==> src/rtl/div_int8_seq_if.sv <==
// Operand/result handshake bundle for the sequential divider.
// div0 exists only when DIV_ZERO_FLAG_EN is defined.
interface div_int8_seq_if #(
    parameter int WIDTH = 8
);
    logic             in_valid;
    logic             in_ready;
    logic [WIDTH-1:0] a;
    logic [WIDTH-1:0] b;
    logic             out_valid;
    logic             out_ready;
    logic [WIDTH-1:0] q;
    logic [WIDTH-1:0] r;
`ifdef DIV_ZERO_FLAG_EN
    logic             div0;
`endif

    modport master (
        output in_valid, a, b, out_ready,
`ifdef DIV_ZERO_FLAG_EN
        input  div0,
`endif
        input  in_ready, out_valid, q, r
    );

    modport slave (
        input  in_valid, a, b, out_ready,
`ifdef DIV_ZERO_FLAG_EN
        output div0,
`endif
        output in_ready, out_valid, q, r
    );
endinterface

==> src/rtl/div_int8_seq.sv <==
// Restoring shift-subtract unsigned divider, one quotient bit per clock.
// Optional divide-by-zero flag output enabled by `define DIV_ZERO_FLAG_EN.
module adder_nbit #(
    parameter int N         = 9,
    parameter int IMPL_TYPE = 0
) (
    input  logic [N-1:0] i_a,
    input  logic [N-1:0] i_b,
    input  logic         i_cin,
    output logic [N-1:0] o_sum,
    output logic         o_cout
);
    generate
        if (IMPL_TYPE == 0) begin : g_behav
            assign {o_cout, o_sum} = {1'b0, i_a} + {1'b0, i_b} + {{N{1'b0}}, i_cin};
        end else begin : g_ripple
            logic [N:0] w_c;
            assign w_c[0] = i_cin;
            for (genvar i = 0; i < N; i++) begin : g_bit
                assign o_sum[i]  = i_a[i] ^ i_b[i] ^ w_c[i];
                assign w_c[i+1]  = (i_a[i] & i_b[i]) | (w_c[i] & (i_a[i] ^ i_b[i]));
            end
            assign o_cout = w_c[N];
        end
    endgenerate
endmodule

// state | meaning
// IDLE  | in_ready=1, waiting for operands
// BUSY  | one shift-subtract iteration per clock
// DONE  | out_valid=1, result held until out_ready
module div_int8_seq #(
    parameter int WIDTH     = 8,
    parameter int IMPL_TYPE = 0
) (
    input  logic           i_clk,
    input  logic           i_rst,
    div_int8_seq_if.slave  bus
);
    localparam int CW = $clog2(WIDTH);

    typedef enum logic [1:0] {S_IDLE, S_BUSY, S_DONE} state_t;

    state_t           r_state;
    logic             r_in_ready;
    logic             r_out_valid;
    logic [CW-1:0]    r_cnt;
    logic [WIDTH-1:0] r_q;
    logic [WIDTH-1:0] r_rem;
    logic [WIDTH-1:0] r_div;
    logic [WIDTH-1:0] r_q_out;
    logic [WIDTH-1:0] r_r_out;

    logic [WIDTH:0]   w_rem_shift;
    logic [WIDTH:0]   w_diff;
    logic             w_cout;
    logic             w_fits;
    logic [WIDTH-1:0] w_q_next;
    logic [WIDTH-1:0] w_rem_next;

    // Partial remainder is WIDTH+1 bits wide so the borrow never aliases into the value.
    assign w_rem_shift = {r_rem, r_q[WIDTH-1]};

    adder_nbit #(.N(WIDTH+1), .IMPL_TYPE(IMPL_TYPE)) u_sub (
        .i_a    (w_rem_shift),
        .i_b    (~{1'b0, r_div}),
        .i_cin  (1'b1),
        .o_sum  (w_diff),
        .o_cout (w_cout)
    );

    // Carry-out and the sign of the difference agree; both are consumed.
    assign w_fits     = w_cout & ~w_diff[WIDTH];
    assign w_q_next   = {r_q[WIDTH-2:0], w_fits};
    assign w_rem_next = w_fits ? w_diff[WIDTH-1:0] : w_rem_shift[WIDTH-1:0];

    assign bus.in_ready  = r_in_ready;
    assign bus.out_valid = r_out_valid;
    assign bus.q         = r_q_out;
    assign bus.r         = r_r_out;

`ifdef DIV_ZERO_FLAG_EN
    logic r_div0;
    assign bus.div0 = r_div0;

    always_ff @(posedge i_clk) begin
        if (i_rst) begin
            r_div0 <= 1'b0;
        end else if (r_state == S_IDLE && bus.in_valid) begin
            r_div0 <= (bus.b == '0);
        end
    end
`endif

    always_ff @(posedge i_clk) begin
        if (i_rst) begin
            r_state     <= S_IDLE;
            r_in_ready  <= 1'b1;
            r_out_valid <= 1'b0;
            r_cnt       <= '0;
            r_q         <= '0;
            r_rem       <= '0;
            r_div       <= '0;
            r_q_out     <= '0;
            r_r_out     <= '0;
        end else begin
            case (r_state)
                S_IDLE: begin
                    if (bus.in_valid) begin
                        r_q        <= bus.a;
                        r_div      <= bus.b;
                        r_rem      <= '0;
                        r_cnt      <= CW'(WIDTH - 1);
                        r_in_ready <= 1'b0;
                        r_state    <= S_BUSY;
                    end
                end
                S_BUSY: begin
                    r_q   <= w_q_next;
                    r_rem <= w_rem_next;
                    r_cnt <= r_cnt - 1'b1;
                    if (r_cnt == '0) begin
                        r_q_out     <= w_q_next;
                        r_r_out     <= w_rem_next;
                        r_out_valid <= 1'b1;
                        r_state     <= S_DONE;
                    end
                end
                S_DONE: begin
                    if (bus.out_ready) begin
                        r_out_valid <= 1'b0;
                        r_in_ready  <= 1'b1;
                        r_state     <= S_IDLE;
                    end
                end
                default: begin
                    r_state     <= S_IDLE;
                    r_in_ready  <= 1'b1;
                    r_out_valid <= 1'b0;
                end
            endcase
        end
    end
endmodule

==> src/flat_wrapper.sv <==
// flat-port wrapper written by rule: the top's interface ports become plain ports
module div_int8_seq_flat 
#(
    parameter int WIDTH     = 8,
    parameter int IMPL_TYPE = 0
)
  (i_clk, i_rst, bus_in_valid, bus_a, bus_b, bus_out_ready, bus_in_ready, bus_out_valid, bus_q, bus_r);
  div_int8_seq_if #(.WIDTH(WIDTH)) bus_i ();
  input  logic i_clk;
  input  logic i_rst;
  input wire logic [$bits(bus_i.in_valid)-1:0] bus_in_valid;
  input wire logic [$bits(bus_i.a)-1:0] bus_a;
  input wire logic [$bits(bus_i.b)-1:0] bus_b;
  input wire logic [$bits(bus_i.out_ready)-1:0] bus_out_ready;
  output wire logic [$bits(bus_i.in_ready)-1:0] bus_in_ready;
  output wire logic [$bits(bus_i.out_valid)-1:0] bus_out_valid;
  output wire logic [$bits(bus_i.q)-1:0] bus_q;
  output wire logic [$bits(bus_i.r)-1:0] bus_r;
  assign bus_i.in_valid = bus_in_valid;
  assign bus_i.a = bus_a;
  assign bus_i.b = bus_b;
  assign bus_i.out_ready = bus_out_ready;
  assign bus_in_ready = bus_i.in_ready;
  assign bus_out_valid = bus_i.out_valid;
  assign bus_q = bus_i.q;
  assign bus_r = bus_i.r;
  div_int8_seq #(.WIDTH(WIDTH), .IMPL_TYPE(IMPL_TYPE)) u_core (.i_clk(i_clk), .i_rst(i_rst), .bus(bus_i));
endmodule
==> config.mk <==
export PLATFORM = sky130hd
export DESIGN_NAME = div_int8_seq_flat
export DESIGN_NICKNAME = d
export VERILOG_FILES = /design/src/rtl/div_int8_seq_if.sv /design/src/rtl/div_int8_seq.sv /design/src/flat_wrapper.sv
export SDC_FILE = /design/constraint.sdc
export NUM_CORES = 1
export LEC_CHECK = 0
export BUFFER_PORTS_ARGS = -buffer_cell sky130_fd_sc_hd__buf_4
export CORE_MARGIN = 1
export CORE_UTILIZATION = 41
export DETAILED_ROUTE_END_ITERATION = 8
export GPL_ROUTABILITY_DRIVEN = 0
export GPL_TIMING_DRIVEN = 1
export SLEW_MARGIN = 15
export SYNTH_ARGS = -nofsm -noshare
export SYNTH_HDL_FRONTEND = slang
export SYNTH_SLANG_ARGS = --single-unit
export TNS_END_PERCENT = 20
==> constraint.sdc <==
create_clock -name i_clk -period 5 [get_ports i_clk]
set_input_delay 1 -clock i_clk [delete_from_list [all_inputs] [get_ports i_clk]]
set_output_delay 1 -clock i_clk [all_outputs]
set_load 0.005 [all_outputs]
# [Word-level counts from Yosys, hierarchy flattened]
# Cells that the tools add are included.
[totals] input_bits=20 wordCells=48 regBits=47 output_inout_bits=18
[op_classes] eq_ne=5 n_reduce_logical=9 n_addsub=3 n_mux=17 n_bitwise=5
[op_table] operator="case mux 8 bit (2 select lines)" n=2
[op_table] operator="2-to-1 mux 8 bit" n=3
[op_table] operator="adder 10 x 1 -> 10 bit (second input constant)" n=1
[op_table] operator="adder 9 x 9 -> 10 bit" n=1
[op_table] operator="NOT 8 -> 9 bit" n=1
[op_table] operator="AND reduction 3 bit" n=3
[op_table] operator="2-to-1 mux 2 bit" n=3
[op_table] operator="case mux 1 bit (3 select lines)" n=2
[op_table] operator="case mux 2 bit (3 select lines)" n=1
[op_table] operator="case mux 3 bit (2 select lines)" n=1
[op_table] operator="AND reduction 2 bit" n=3
[op_table] operator="2-to-1 mux 1 bit" n=4
[op_table] operator="!= test 2 bit (second input constant)" n=2
[op_table] operator="logical NOT 3 bit" n=1
[op_table] operator="2-to-1 mux 3 bit" n=1
[op_table] operator="NOT 1 bit" n=3
[op_table] operator="subtractor 3 x 1 -> 3 bit (second input constant)" n=1
[op_table] operator="equality test 2 x 1 -> 1 bit (second input constant)" n=1
[op_table] operator="equality test 2 bit (second input constant)" n=1
[op_table] operator="logical NOT 2 bit" n=1
[op_table] operator="!= test 2 x 1 -> 1 bit (second input constant)" n=1
[op_table] operator="nonzero test 2 bit" n=1
[op_table] operator="bitwise AND 1 bit" n=1

# [Depth between registers and ports, before layout]
[logic_depth] ltp_word=7 mapped_depth=11

# [Hierarchy]
# Synthesis repeated with hierarchy kept, for this count alone.
[hier_totals] hier_cells=237 area_unflattened_um2=2319.7
[by_module_without_submodules] mod="div_int8_seq" instances=1 cells_per_inst=186 area_each_um2=1921.8 seq_area_each_um2=940.9
[by_module_without_submodules] mod="adder_nbit" instances=1 cells_per_inst=51 area_each_um2=397.9 seq_area_each_um2=0.0

# [Least setup slack after synthesis]
# OpenSTA, ideal clock, no wires.
[synth_path] kind="reg-to-reg" from="register u_core.r_q[7]" to="register u_core.r_rem[4]" setup_time_ns=0.117 period_less_slack_ns=2.276 arrival_time_ns=2.159 path_stages_with_launch=11 slack_ns=2.724 required_ns=4.883 path_buffers=1 path_cell_list="dfxtp_1 > inv_1 > ha_1 > inv_1 > fa_1 > a211oi_2 > o211ai_2 > a21oi_1 > clkbuf_1 > o21ai_1 > a32o_1"
[synth_via] elab_chain_len=6
[synth_lines] item="start, declared" line_no="div_int8_seq.sv:48" rtl="logic [WIDTH-1:0] r_q;"
[synth_lines] item="start signal, assigned" line_no="div_int8_seq.sv:110" rtl="r_q <= bus.a;"
[synth_lines] item="start signal, assigned" line_no="div_int8_seq.sv:119" rtl="r_q <= w_q_next;"
[synth_lines] item="adder 9 x 9 -> 10 bit (*)" line_no="div_int8_seq.sv:15" rtl="assign {o_cout, o_sum} = {1'b0, i_a} + {1'b0, i_b} + {{N{1'b0}}, i_cin};"
[synth_lines] item="adder 10 x 1 -> 10 bit (*)" line_no="div_int8_seq.sv:15"
[synth_lines] item="NOT 1 bit" line_no="div_int8_seq.sv:73" rtl="assign w_fits = w_cout & ~w_diff[WIDTH];"
[synth_lines] item="bitwise AND 1 bit" line_no="div_int8_seq.sv:73"
[synth_lines] item="2-to-1 mux 8 bit (*)" line_no="div_int8_seq.sv:75" rtl="assign w_rem_next = w_fits ? w_diff[WIDTH-1:0] : w_rem_shift[WIDTH-1:0];"
[synth_lines] item="case mux 8 bit (2 select lines) (*)" line_no="div_int8_seq.sv:107" rtl="case (r_state)"
[synth_lines] item="end signal, assigned" line_no="div_int8_seq.sv:120" rtl="r_rem <= w_rem_next;"
[synth_lines] item="end, declared" line_no="div_int8_seq.sv:49" rtl="logic [WIDTH-1:0] r_rem;"
# Mark *: on every way between the ends. The rest lies on a longest branch, timed or not.
# A chain may end at the register's enable or synchronous reset.

# [Final worst setup path]
[layout_path] from="register u_core.r_q[7]" to="register u_core.r_r_out[7] (netlist: u_core.bus.r[7])"
[layout_via] elab_chain_len=5
[layout_lines] item="adder 9 x 9 -> 10 bit (*)" line_no="div_int8_seq.sv:15"
[layout_lines] item="adder 10 x 1 -> 10 bit (*)" line_no="div_int8_seq.sv:15"
[layout_lines] item="NOT 1 bit" line_no="div_int8_seq.sv:73"
[layout_lines] item="bitwise AND 1 bit" line_no="div_int8_seq.sv:73"
[layout_lines] item="2-to-1 mux 8 bit (*)" line_no="div_int8_seq.sv:75"
[layout_lines] item="end signal, assigned" line_no="div_int8_seq.sv:124" rtl="r_r_out <= w_rem_next;"
[layout_lines] item="end, declared" line_no="div_int8_seq.sv:52" rtl="logic [WIDTH-1:0] r_r_out;"
# Marks and branches as above.

==> impl_metrics.csv <==
group,metric,value,unit
power_and_ir_drop,p_seq_frac,0.409,
logic_synthesis,syn-instance-count,310,
power_and_ir_drop,ir_drop,0.186,mV
cts,insertion_delay,300,ps
setup_path,required,5230,ps
floorplanning,die_x,79.7,um
placed_design,hpwl,4.17,mm
job,cap_viol_max_count,0,
power_and_ir_drop,pwr-share-clk,0.230,
global_routing,grt_pass1_vias,1996,
logic_synthesis,yosys.area_share.simple,0.190,
cts,clkSinkCount,47,
global_routing,grt_max_degree,43,
power_and_ir_drop,switchingPower,388,uW
setup_path,startpoint,"u_core.r_q[7]",
logic_synthesis,synth_area_leaders,"dfxtp_1 (38%), nand2_1 (8.6%), a21oi_1 (6.3%)",
sta,hold_viol_final,0,
logic_synthesis,synth-adder-area-share,0.0587,
cts,numCtsBuffers,5,
logic_synthesis,netlist.area_leader.share,0.380,
setup_path,r2r_cells,9,
logic_synthesis,synth_top_family_by_area,"compound AO/OA/AOI/OAI gates",
floorplanning,die_h,79.7,um
logic_synthesis,syn_area,2470,um^2
route,vias,2193,
logic_synthesis,synth_common_cells,"nand2_1 (57), dfxtp_1 (47), a21oi_1 (31), nor2_1 (31), clkbuf_1 (15)",
route,drt-initial-drc-count,177,
setup_path,critPathMaxFanout,12,
logic_synthesis,synth_compound_area_frac,0.278,
route,firstDrtPassIters,4,
cts,cts_resized,0,
logic_synthesis,synthXorXnorAreaFrac,0.0212,
sta,fin_tns_setup,0,ps
logic_synthesis,yosys_warnings,0,
setup_path,r2r_slack,2340,ps
cts,htree_levels,2,
power_and_ir_drop,internal_power,687,uW
route,post-route-drc-count,0,
placed_design,io_buffers,37,
logic_synthesis,yosysMostFrequentCell,"nand2_1",
logic_synthesis,synth_cell_types,49,
floorplanning,core_area,5680,um^2
final_layout,fill_cells,587,
global_routing,grtUsageTotal,0.194,
power_and_ir_drop,p_leak,1.17,nW
sta,worst_pin_slew,1060,ps
cts,clk_path_buf_depth,2,
logic_synthesis,synth_nets,341,
final_layout,n_antenna_cell,0,
cts,cts_setup_buffers,0,
setup_path,reg2reg_to,"u_core.bus.r[7]",
route,final_antenna_net_count,0,
logic_synthesis,synthMuxAreaShare,0.0182,
final_layout,final_nets,366,
sta,finalCritPeriodShare,0.532,
global_routing,antenna_found_initial,0,
min_path,worstHoldPathType,"register to register",
setup_path,start_kind,"register",
cts,clk_pin_slew_worst_paths,90,ps
sta,max_freq,376,MHz
logic_synthesis,synth-edff-count,0,
setup_path,worst_setup_path_end_kind,"register",
setup_path,critical_path_class,"register to register",
setup_path,cp-endpoint,"u_core.bus.r[7]",
floorplanning,dieArea,6350,um^2
final_layout,syn2layout_area_growth,15.8,%
logic_synthesis,synth_top_cell_by_area,"dfxtp_1",
floorplanning,ios,38,
sta,setup_violations,0,
sta,maxSlewHeadroom,0.293,
final_layout,final_util,0.505,
floorplanning,rows,27,
setup_path,worstPathArrival,2880,ps
logic_synthesis,ys.flop_type,"dfxtp_1",
route,vias_per_cell,5.38,
global_routing,grt_pass1_wl,9.58,mm
final_layout,drive_above_1_share,0.167,
logic_synthesis,synth-seq-cells,47,
setup_path,r2r_start,"u_core.r_q[7]",
global_routing,overflow,0,
floorplanning,start_util,0.436,
cts,postCtsHoldBufs,0,
sta,fin_crit,2660,ps
sta,skew,11.3,ps
cts,clockRootBuffer,"clkbuf_8",
cts,cts_tree,"done",
sta,final-max-slew-violation-count,0,
power_and_ir_drop,share_comb_of_total_power,0.361,
route,routed_wirelength,5.77,mm
outcome,outcome,"complete, no violations",
logic_synthesis,synth_seq_area_share,0.380,
logic_synthesis,avgSynthCellArea,7.98,um^2
logic_synthesis,synthArstFlopShare,0,
power_and_ir_drop,powerDensity,375,nW/um^2
route,wl_per_cell,14.1,um
power_and_ir_drop,p_sw_frac,0.361,
sta,rsz0062_at_grt,"no",
[critical path: stages, from the launching register on]
cell and delay [ps]:
dfxtp_1 330, inv_1 80, ha_1 160, inv_1 50, fa_1 430, a211oi_2 270
o211ai_2 160, a21oi_1 630, o32ai_1 220, a211oi_1 250
[cell type report]
cell class | count | area (um^2) | share of cell area
timing repair buffer | 38 | 285 | 0.0996
multi-input combinational | 230 | 1400 | 0.489
clock inverter | 2 | 16.3 | 0.00568
clock buffer | 6 | 82.6 | 0.0288
inverter | 13 | 48.8 | 0.0170
tap | 72 | 90.1 | 0.0314
sequential | 47 | 941 | 0.328
[metal layers]
| metal | share of wire | GRT usage |
|---|---|---|
| met3 | 0.039 | 0.0400 |
| met1 | 0.50 | 0.272 |
| met2 | 0.44 | 0.289 |
| met4 | 0.017 | 0.0709 |
| met5 | 0 | 0 |
[worst min path at each step]
stage,from,to,slack (ps),depth (start not counted)
2_1_floorplan,u_core.r_div[1],u_core.r_div[1],440,2
3_3_place_gp,u_core.r_div[4],u_core.r_div[4],440,2
3_5_place_dp,u_core.r_div[3],u_core.r_div[3],450,2
4_1_cts,u_core.r_div[3],u_core.r_div[3],460,2
5_1_grt,u_core.bus.q[7],u_core.bus.q[7],480,2
6_report,u_core.r_div[3],u_core.r_div[3],460,2
[kinds of logic (layout without fill, tap and decap cells)]
logic type,after synthesis,count (layout)
simple gates,111,111
xor+xnor,6,6
mux,4,4
compound gates,98,98
buf+inv,33,59
flops,47,47
fa+ha+maj,11,11
[registers in the layout (all words and copies together), names as in the netlist]
signal                count
u_core.r_q                8
u_core.r_div              8
u_core.bus.out_valid      1
u_core.bus.q              8
u_core.bus.r              8
u_core.r_cnt              3
u_core.bus.in_ready       1
u_core.r_rem              8
u_core.r_state            2
[cell usage in the layout, fill, tap and decap left out, types with 3 or more instances in the layout]
cell type  netlist  layout
dfxtp_1         47      47
clkbuf_8         0       6
nand2_1         57      57
o21bai_1         6       6
a31oi_1          6       6
nor3_1           4       4
xnor2_1          4       4
ha_1            10      10
nand2b_1         4       4
o31ai_1          4       4
o21ai_0          9       9
o211ai_1         4       4
a21o_1           4       4
a21oi_1         31      31
buf_4            1      38
a311oi_1         8       8
a211oi_1         5       5
mux2i_1          3       3
nand3_1          5       5
nor2b_1          4       4
inv_1           13      13
nor2_1          31      31
[power by group through the flow]
stage / sequential [mW] / clock, mW / combinational [mW]
after CTS: 0.440 / 0.255 / 0.389
after floorplan: 0.438 / 0 / 0.309
after global routing: 0.446 / 0.271 / 0.431
after detailed placement: 0.448 / 0 / 0.386
after global placement: 0.448 / 0 / 0.385
final: 0.440 / 0.248 / 0.388
[through the flow]
stage | cells | total power, mW | worst slack (ps) | hold WS [ps] | cell area [um^2]
finish | 408 | 1.08 | 2340 | 456 | 2870
global route | 408 | 1.15 | 2210 | 478 | 2870
CTS | 408 | 1.08 | 2360 | 461 | 2870
detailed placement | 400 | 0.834 | 2400 | 449 | 2770
global placement | 400 | 0.834 | 2450 | 443 | 2770
floorplan | 310 | 0.747 | 2720 | 436 | 2470
Power figures use the tool's default switching activity.
